## config.mk

```make
export PLATFORM = sky130hd
export DESIGN_NAME = grf_wb_writer
export DESIGN_NICKNAME = d
export VERILOG_FILES = /design/src/rtl/grf_wb_writer.sv
export SDC_FILE = /design/constraint.sdc
export NUM_CORES = 2
export LEC_CHECK = 0
export CORE_ASPECT_RATIO = 0.7
export CORE_MARGIN = 4
export CORE_UTILIZATION = 65
export DETAILED_ROUTE_END_ITERATION = 10
export GPL_ROUTABILITY_DRIVEN = 0
export GPL_TIMING_DRIVEN = 0
export PLACE_DENSITY = 0.86
export SKIP_LAST_GASP = 1
export SLEW_MARGIN = 20
export SYNTH_ARGS = -nofsm -noshare
export SYNTH_HDL_FRONTEND = slang
export SYNTH_SLANG_ARGS = --single-unit
```

## constraint.sdc

```tcl
create_clock -name clk -period 7.18 [get_ports clk]
set_input_delay 0.718 -clock clk [delete_from_list [all_inputs] [get_ports clk]]
set_output_delay 0.718 -clock clk [all_outputs]
set_load 0.005 [all_outputs]
```

## src/rtl/grf_wb_writer.sv

```systemverilog
//------------------------------------------------------------------------------
// Module   : grf_wb_writer
// Purpose  : W-stage write-back: 32x32 GPR file, commit trace FIFO and
//            retire counter. Optional macro GRF_BYPASS_EN adds W->D read bypass.
// Revision : 1.0 - initial release
//------------------------------------------------------------------------------
`default_nettype none

module grf_wb_writer #(
  parameter int TRACE_DEPTH = 4,
  parameter int CNT_W       = 32
) (
  input  logic             clk,
  input  logic             reset,
  input  logic             RegWrite_W,
  input  logic [4:0]       A3_W,
  input  logic [31:0]      WD_W,
  input  logic [31:0]      PC_W,
  input  logic [31:0]      Instr_W,
  input  logic [4:0]       A1,
  input  logic [4:0]       A2,
  output logic [31:0]      RD1,
  output logic [31:0]      RD2,
  output logic             trc_valid,
  input  logic             trc_ready,
  output logic [31:0]      trc_pc,
  output logic [4:0]       trc_addr,
  output logic [31:0]      trc_data,
  output logic             trc_ovf,
  output logic [CNT_W-1:0] retire_cnt
);

  localparam int                 c_PTR_W   = (TRACE_DEPTH > 1) ? $clog2(TRACE_DEPTH) : 1;
  localparam logic [c_PTR_W:0]   c_FULL    = (c_PTR_W + 1)'(TRACE_DEPTH);
  localparam logic [c_PTR_W:0]   c_CNT_ONE = (c_PTR_W + 1)'(1);
  localparam logic [c_PTR_W-1:0] c_PTR_ONE = c_PTR_W'(1);
  localparam logic [CNT_W-1:0]   c_RET_ONE = CNT_W'(1);

  logic [31:0]        r_gpr [0:31];
  logic [31:0]        r_pc_mem   [0:TRACE_DEPTH-1];
  logic [4:0]         r_addr_mem [0:TRACE_DEPTH-1];
  logic [31:0]        r_data_mem [0:TRACE_DEPTH-1];
  logic [c_PTR_W-1:0] r_wr_ptr;
  logic [c_PTR_W-1:0] r_rd_ptr;
  logic [c_PTR_W:0]   r_count;
  logic               r_ovf;
  logic [CNT_W-1:0]   r_retire_cnt;

  logic w_commit;
  logic w_full;
  logic w_pop;
  logic w_push;

  assign w_commit  = RegWrite_W && (A3_W != 5'd0);
  assign w_full    = (r_count == c_FULL);
  assign trc_valid = (r_count != '0);
  assign w_pop     = trc_valid && trc_ready;
  // A pop in the same cycle frees the slot, so a full FIFO still accepts.
  assign w_push    = w_commit && (!w_full || w_pop);

  always_ff @(posedge clk or negedge reset) begin
    if (!reset) begin
      for (int i = 0; i < 32; i++) begin
        r_gpr[i] <= '0;
      end
    end else if (w_commit) begin
      r_gpr[A3_W] <= WD_W;
    end
  end

  always_comb begin
    RD1 = (A1 == 5'd0) ? 32'd0 : r_gpr[A1];
    RD2 = (A2 == 5'd0) ? 32'd0 : r_gpr[A2];
`ifdef GRF_BYPASS_EN
    if (w_commit && (A1 == A3_W)) RD1 = WD_W;
    if (w_commit && (A2 == A3_W)) RD2 = WD_W;
`endif
  end

  // Storage needs no reset: the outputs are masked whenever the FIFO is empty.
  always_ff @(posedge clk) begin
    if (w_push) begin
      r_pc_mem[r_wr_ptr]   <= PC_W;
      r_addr_mem[r_wr_ptr] <= A3_W;
      r_data_mem[r_wr_ptr] <= WD_W;
    end
  end

  always_ff @(posedge clk or negedge reset) begin
    if (!reset) begin
      r_wr_ptr     <= '0;
      r_rd_ptr     <= '0;
      r_count      <= '0;
      r_ovf        <= 1'b0;
      r_retire_cnt <= '0;
    end else begin
      if (w_push) r_wr_ptr <= r_wr_ptr + c_PTR_ONE;
      if (w_pop)  r_rd_ptr <= r_rd_ptr + c_PTR_ONE;
      case ({w_push, w_pop})
        2'b10:   r_count <= r_count + c_CNT_ONE;
        2'b01:   r_count <= r_count - c_CNT_ONE;
        default: r_count <= r_count;
      endcase
      if (w_commit && !w_push) r_ovf <= 1'b1;
      if (Instr_W != 32'd0) r_retire_cnt <= r_retire_cnt + c_RET_ONE;
    end
  end

  assign trc_pc     = trc_valid ? r_pc_mem[r_rd_ptr]   : 32'd0;
  assign trc_addr   = trc_valid ? r_addr_mem[r_rd_ptr] : 5'd0;
  assign trc_data   = trc_valid ? r_data_mem[r_rd_ptr] : 32'd0;
  assign trc_ovf    = r_ovf;
  assign retire_cnt = r_retire_cnt;

endmodule

`default_nettype wire

```

# Yosys cells after proc, flatten, opt, wreduce, memory -nomap -nowiden
# Memory sizes are Yosys's and may differ from the RTL's.
# Index checks and enable logic that the tools add are counted.
# word_totals
regBits,1064
mem_bits_rw,276
wordCells,86
memories,3
in_bits,115
# classes
n_bitwise,3
mux,17
add_sub_neg,5
eq_ne,3
magnitude_cmp,4
n_reduce_logical,14
# memory_table
name,depth,word_bits,rd,rd_ports_with_merged_regs,write_ports,line_no,rtl
r_data_mem,4,32,1,0,1,42,logic [31:0] r_data_mem [0:TRACE_DEPTH-1];
r_pc_mem,4,32,1,0,1,40,logic [31:0] r_pc_mem [0:TRACE_DEPTH-1];
r_addr_mem,4,5,1,0,1,41,logic [4:0] r_addr_mem [0:TRACE_DEPTH-1];
# ops
op,count
bitwise mux 1024 bit,1
binary-select mux 32 bit (select 5 bit),2
2-to-1 mux 32 bit,9
demux 32 bit (select 5 bit),1
"adder 32 x 1 -> 32 bit, second input constant",1
nonzero test 32 bit,1
"greater-or-equal comparator 6 bit, second input constant",3
inverter 5 -> 6 bit,3
logical NOT 5 bit,2
"less-than comparator 6 x 1 -> 1 bit, second input constant",1
one-hot mux 3 bit (2 select lines),1
logical AND 1 bit,5
2-to-1 mux 5 bit,1
nonzero test 5 bit,1
"adder 2 x 1 -> 2 bit, second input constant",2
"adder 3 x 1 -> 3 bit, second input constant",1
"equality test 3 bit, second input constant",1
nonzero test 3 bit,1
"subtractor 3 x 1 -> 3 bit, second input constant",1
"equality test 2 x 1 -> 1 bit, second input constant",1
"equality test 2 bit, second input constant",1
logical NOT 1 bit,2
2-to-1 mux 1 bit,2
nonzero test 2 bit,1
logical OR 1 bit,1

# Depth between registers and ports, before layout
# logic_depth
word_depth,6
mapped_depth,9

# Least setup slack after synthesis
# No wires, ideal clock.
# synth_timing
path_kind,input to register
startpoint,input port A3_W[0]
endpoint,"memory r_addr_mem[0][0], enable pin"
arrival_time_ns,3.322
path_slack_ns,3.423
stages,6
setup_time_ns,0.435
n_path_buf,2
path_cell_list,clkbuf_1 > nor2_1 > a21bo_2 > buf_2 > nor2_1 > and2_1
# synth_between
elab_chain_len,5
# synth_rtl
element,line_no,rtl
from (decl),16,"input logic [4:0] A3_W,"
nonzero test 5 bit,54,assign w_commit = RegWrite_W && (A3_W != 5'd0);
logical AND 1 bit,54,
logical AND 1 bit,59,assign w_push = w_commit && (!w_full || w_pop);
2-to-1 mux 1 bit,82,if (w_push) begin
2-to-1 mux 1 bit (not written as such),84,r_addr_mem[r_wr_ptr] <= A3_W;
to (decl),41,
# No other way between the ends.

# Final worst setup path
# layout_timing
startpoint,input port A1[3]
endpoint,output port RD1[31]
# layout_between
elab_chain_len,5
word_cells_on_any_way,6
cone_classes,mux (4); bitwise (1); reduce/logical (1)
# layout_rtl
element,line_no,rtl
from (decl),20,"input logic [4:0] A1,"
inverter 5 -> 6 bit (not written as such),72,RD1 = (A1 == 5'd0) ? 32'd0 : r_gpr[A1];
binary-select mux 32 bit (select 5 bit),72,
2-to-1 mux 32 bit (not written as such) (2 in a row),72,
2-to-1 mux 32 bit (*),72,
to (decl),22,"output logic [31:0] RD1,"
# Mark *: on every way between the ends. The rest lies on a longest branch, timed or not. The select of a mux whose other input is x is not followed.

==> flow_summary.json <==
{
  "synthCells": 4207,
  "synth_cell_type_count": 54,
  "drv_cap": 0,
  "slowest_stage": "clkbuf_1",
  "leakagePower_nw": 31.2,
  "routed_wl_um": 231000,
  "overflow": 0,
  "path_class": "in2out",
  "switching_share_pct": 29.0,
  "p_comb_share_pct": 25.9,
  "clockBufferDepth": 3,
  "synth_edf_count": 276,
  "violations": "design-rule violations",
  "fin_nets": 4740,
  "seqPwrFrac_pct": 44.1,
  "dieArea_sq_um": 107000,
  "post_cts_buffers": 0,
  "grt_first_pass_wirelength_um": 326000,
  "arrival_ps": 6150,
  "via_per_inst": 7.68,
  "numPortBuffers": 274,
  "fin_cells": 6076,
  "fin_tns_setup_ps": 0,
  "max_slew.worst_pin.slew_ps": 1360,
  "io_pins": 282,
  "ys.flop_type": "dfrtp_1",
  "power_density_nw_per_um2": 306,
  "vdd_ir_drop_max_mv": 0.248,
  "start_util_pct": 65.9,
  "critPathBufInv": 6,
  "p_sw_mw": 6.70,
  "ctsHtreeMaxLevel": 3,
  "core_region_area_sq_um": 101000,
  "netlist_area_sq_um": 66300,
  "cts_sinks": 1340,
  "clkPwrFrac_pct": 30.0,
  "status": "finished, violations left",
  "synthArstFlopShare_pct": 79.4,
  "max_freq_ghz": 0.146,
  "setup.worst_path.end_class": "primary output",
  "setup_viol": 0,
  "cpPeakStageDelay_ps": 990,
  "start_kind": "input port",
  "via_count": 46700,
  "period_minus_slack_ps": 6870,
  "final_hold_viol_count": 0,
  "grt_max_degree": 155,
  "dp_cells": 5831,
  "numCtsBuffers": 121,
  "worst_ep_required_time_ps": 6460,
  "grt_pass1_vias": 46600,
  "routedWlPerCell_um": 37.9,
  "p_int_mw": 16.4,
  "antenna_found_initial": 11,
  "synth_top_area_cell": "dfrtp_1",
  "synth_nets": 4328,
  "cp_cell_sequence": "clkdlybuf4s50_1, buf_2, nor2b_1, clkbuf_1, buf_2, clkbuf_1, a21oi_1, a21boi_0, clkdlybuf4s50_1",
  "fin_crit_sh_pct": 95.7,
  "path_delay_family": "buffers and inverters",
  "cts_resized": 0,
  "yosys_warnings": 0,
  "drc": 59,
  "worstRegToRegCells": 8,
  "cts-root-buf": "clkbuf_16",
  "drtPass1Iterations": 11,
  "die_x_um": 390,
  "drv_slew": 0,
  "dr.first_iter.drc_count": 7571,
  "cp_num_cells": 9,
  "ys_seq_area_share_pct": 52.6,
  "synthToLayoutAreaGrowth_pct": 13.7,
  "clk_latency_ps": 750,
  "ys_top_cells_by_area": "dfrtp_1 (40%), mux2_2 (19%), mux4_2 (17%)",
  "rsz0062_at_grt": "false",
  "synth_most_common_cell": "mux2_2",
  "finClkSkew_ps": 10.3,
  "synth_commonest_cells": "mux2_2 (1,098), dfrtp_1 (1,064), mux4_2 (493), edfxtp_1 (276), clkbuf_1 (228)",
  "ys_ff_latch": 1340,
  "post-dp-hpwl_um": 159000,
  "final_layout_size_suffix_gt1_share_pct": 42.4,
  "tritoncts": "done",
  "hold_class": "in2async",
  "rows": 97,
  "slew_headroom_pct": 9.26,
  "synth_top_cell_area_share_pct": 40.1,
  "track_usage_pct": 43.0,
  "nFillCells": 5942,
  "holdBufCountCts": 0,
  "syn_avg_cell_area_sq_um": 15.8,
  "cp_max_fo": 12,
  "ant_nets": 0,
  "path_clk_slew_ps": 60,
  "fp.dieH_um": 275
}
-- kinds of logic (layout without fill, tap and decap cells) --
group / after synthesis / in the layout / synth area share [%]
AO/OA/AOI/OAI: 355 / 355 / 3.92
other: 0 / 18 / 0
flip-flops: 1340 / 1340 / 52.6
buffers and inverters: 453 / 968 / 3.07
XOR/XNOR: 36 / 36 / 0.475
adder cells (fa/ha/maj): 6 / 6 / 0.124
AND/OR/NAND/NOR: 288 / 288 / 2.32
multiplexers: 1729 / 1729 / 37.5
-- state kept, by name, summed over array words and instances (netlist names) --
register    flops
r_addr_mem     20
r_count         3
r_data_mem    128
r_gpr        1024
r_pc_mem      128
r_rd_ptr        2
r_wr_ptr        2
retire_cnt     32
trc_ovf         1
-- power by group through the flow --
| stage | Clock (mW) | Sequential [mW] | Combinational (mW) |
|---|---|---|---|
| 6_report | 6.91 | 10.2 | 5.97 |
| 4_1_cts | 6.87 | 10.1 | 5.88 |
| 5_1_grt | 7.20 | 10.3 | 6.23 |
| 2_1_floorplan | 0 | 9.91 | 3.65 |
| 3_5_place_dp | 0 | 10.2 | 5.81 |
| 3_3_place_gp | 0 | 10.2 | 5.56 |
-- worst paths after layout --
kind,start,endpoint,slack (ps)
worst max-delay path,A1[3],RD1[31],310
worst min-delay path,reset,retire_cnt[20],60
worst max register to register,r_count[1],r_count[2],3710
worst min register to register,r_gpr[1015],r_gpr[1015],460
max in group asynchronous,reset,r_gpr[794],5110
min in group clk,RegWrite_W,trc_ovf,420
-- per-stage QoR --
stage               hold WS [ps]  cell area (sq um)  setup WS, ps  util [%]  total power, mW
floorplan                    422              66300          3420         -             13.6
global placement             435              70800        -42330      70.3             15.7
detailed placement           443              71200           995      70.7             16.0
CTS                         81.5              75300           982      74.9             22.9
global route                 106              75400           583      74.9             23.7
finish                      64.9              75400           310      75.0             23.1
-- cell type report --
cell class	instances	area, sq um	area share [%]
clock inverters	59	704	0.934
flip-flops and latches	1340	34900	46.3
plain buffers	444	2030	2.69
multi-input cells	2414	29400	39.0
inverters	9	33.8	0.0448
clock buffers	167	3480	4.62
repair buffers	289	3120	4.13
diodes	18	45.0	0.0597
well taps	1336	1670	2.22
-- cells in the final DEF (no fill, tap or decap), types with 8 or more instances in the layout --
cell | netlist | layout
o22ai_1 | 69 | 69
nor2_1 | 58 | 58
dfrtp_1 | 1064 | 1064
buf_2 | 117 | 124
a21oi_1 | 47 | 47
clkinv_2 | 0 | 19
a22oi_1 | 42 | 42
clkbuf_1 | 228 | 232
a21boi_0 | 12 | 12
o221ai_1 | 51 | 51
buf_16 | 0 | 12
diode_2 | 0 | 18
nor4_1 | 20 | 20
buf_4 | 22 | 23
mux2_1 | 8 | 8
bufinv_16 | 0 | 13
xor2_1 | 21 | 21
mux2_2 | 1098 | 1098
a211oi_1 | 60 | 60
mux4_2 | 493 | 493
a221oi_1 | 8 | 8
a221o_1 | 24 | 24
buf_6 | 14 | 15
xnor2_1 | 15 | 15
clkbuf_16 | 0 | 123
clkinvlp_4 | 0 | 10
clkbuf_8 | 0 | 23
nor3_1 | 12 | 10
clkbuf_2 | 0 | 16
a22o_1 | 12 | 12
clkdlybuf4s50_1 | 0 | 273
mux2i_1 | 130 | 130
edfxtp_1 | 276 | 276
nor2b_1 | 14 | 13
inv_1 | 9 | 9
and2_1 | 75 | 71
buf_1 | 63 | 55
nand2_1 | 49 | 49
nand3_1 | 15 | 15
-- metal layers --
| metal | routed length [um] | vias to the layer above | track usage, % |
|---|---|---|---|
| met5 | 881 | - | 6.70 |
| met4 | 16800 | 27 | 23.6 |
| met3 | 39300 | 1153 | 23.9 |
| met2 | 95300 | 4227 | 59.5 |
| met1 | 78300 | 24100 | 53.6 |
| li1 | - | 17200 | - |
Note: power is estimated with default switching activity, not from simulation.
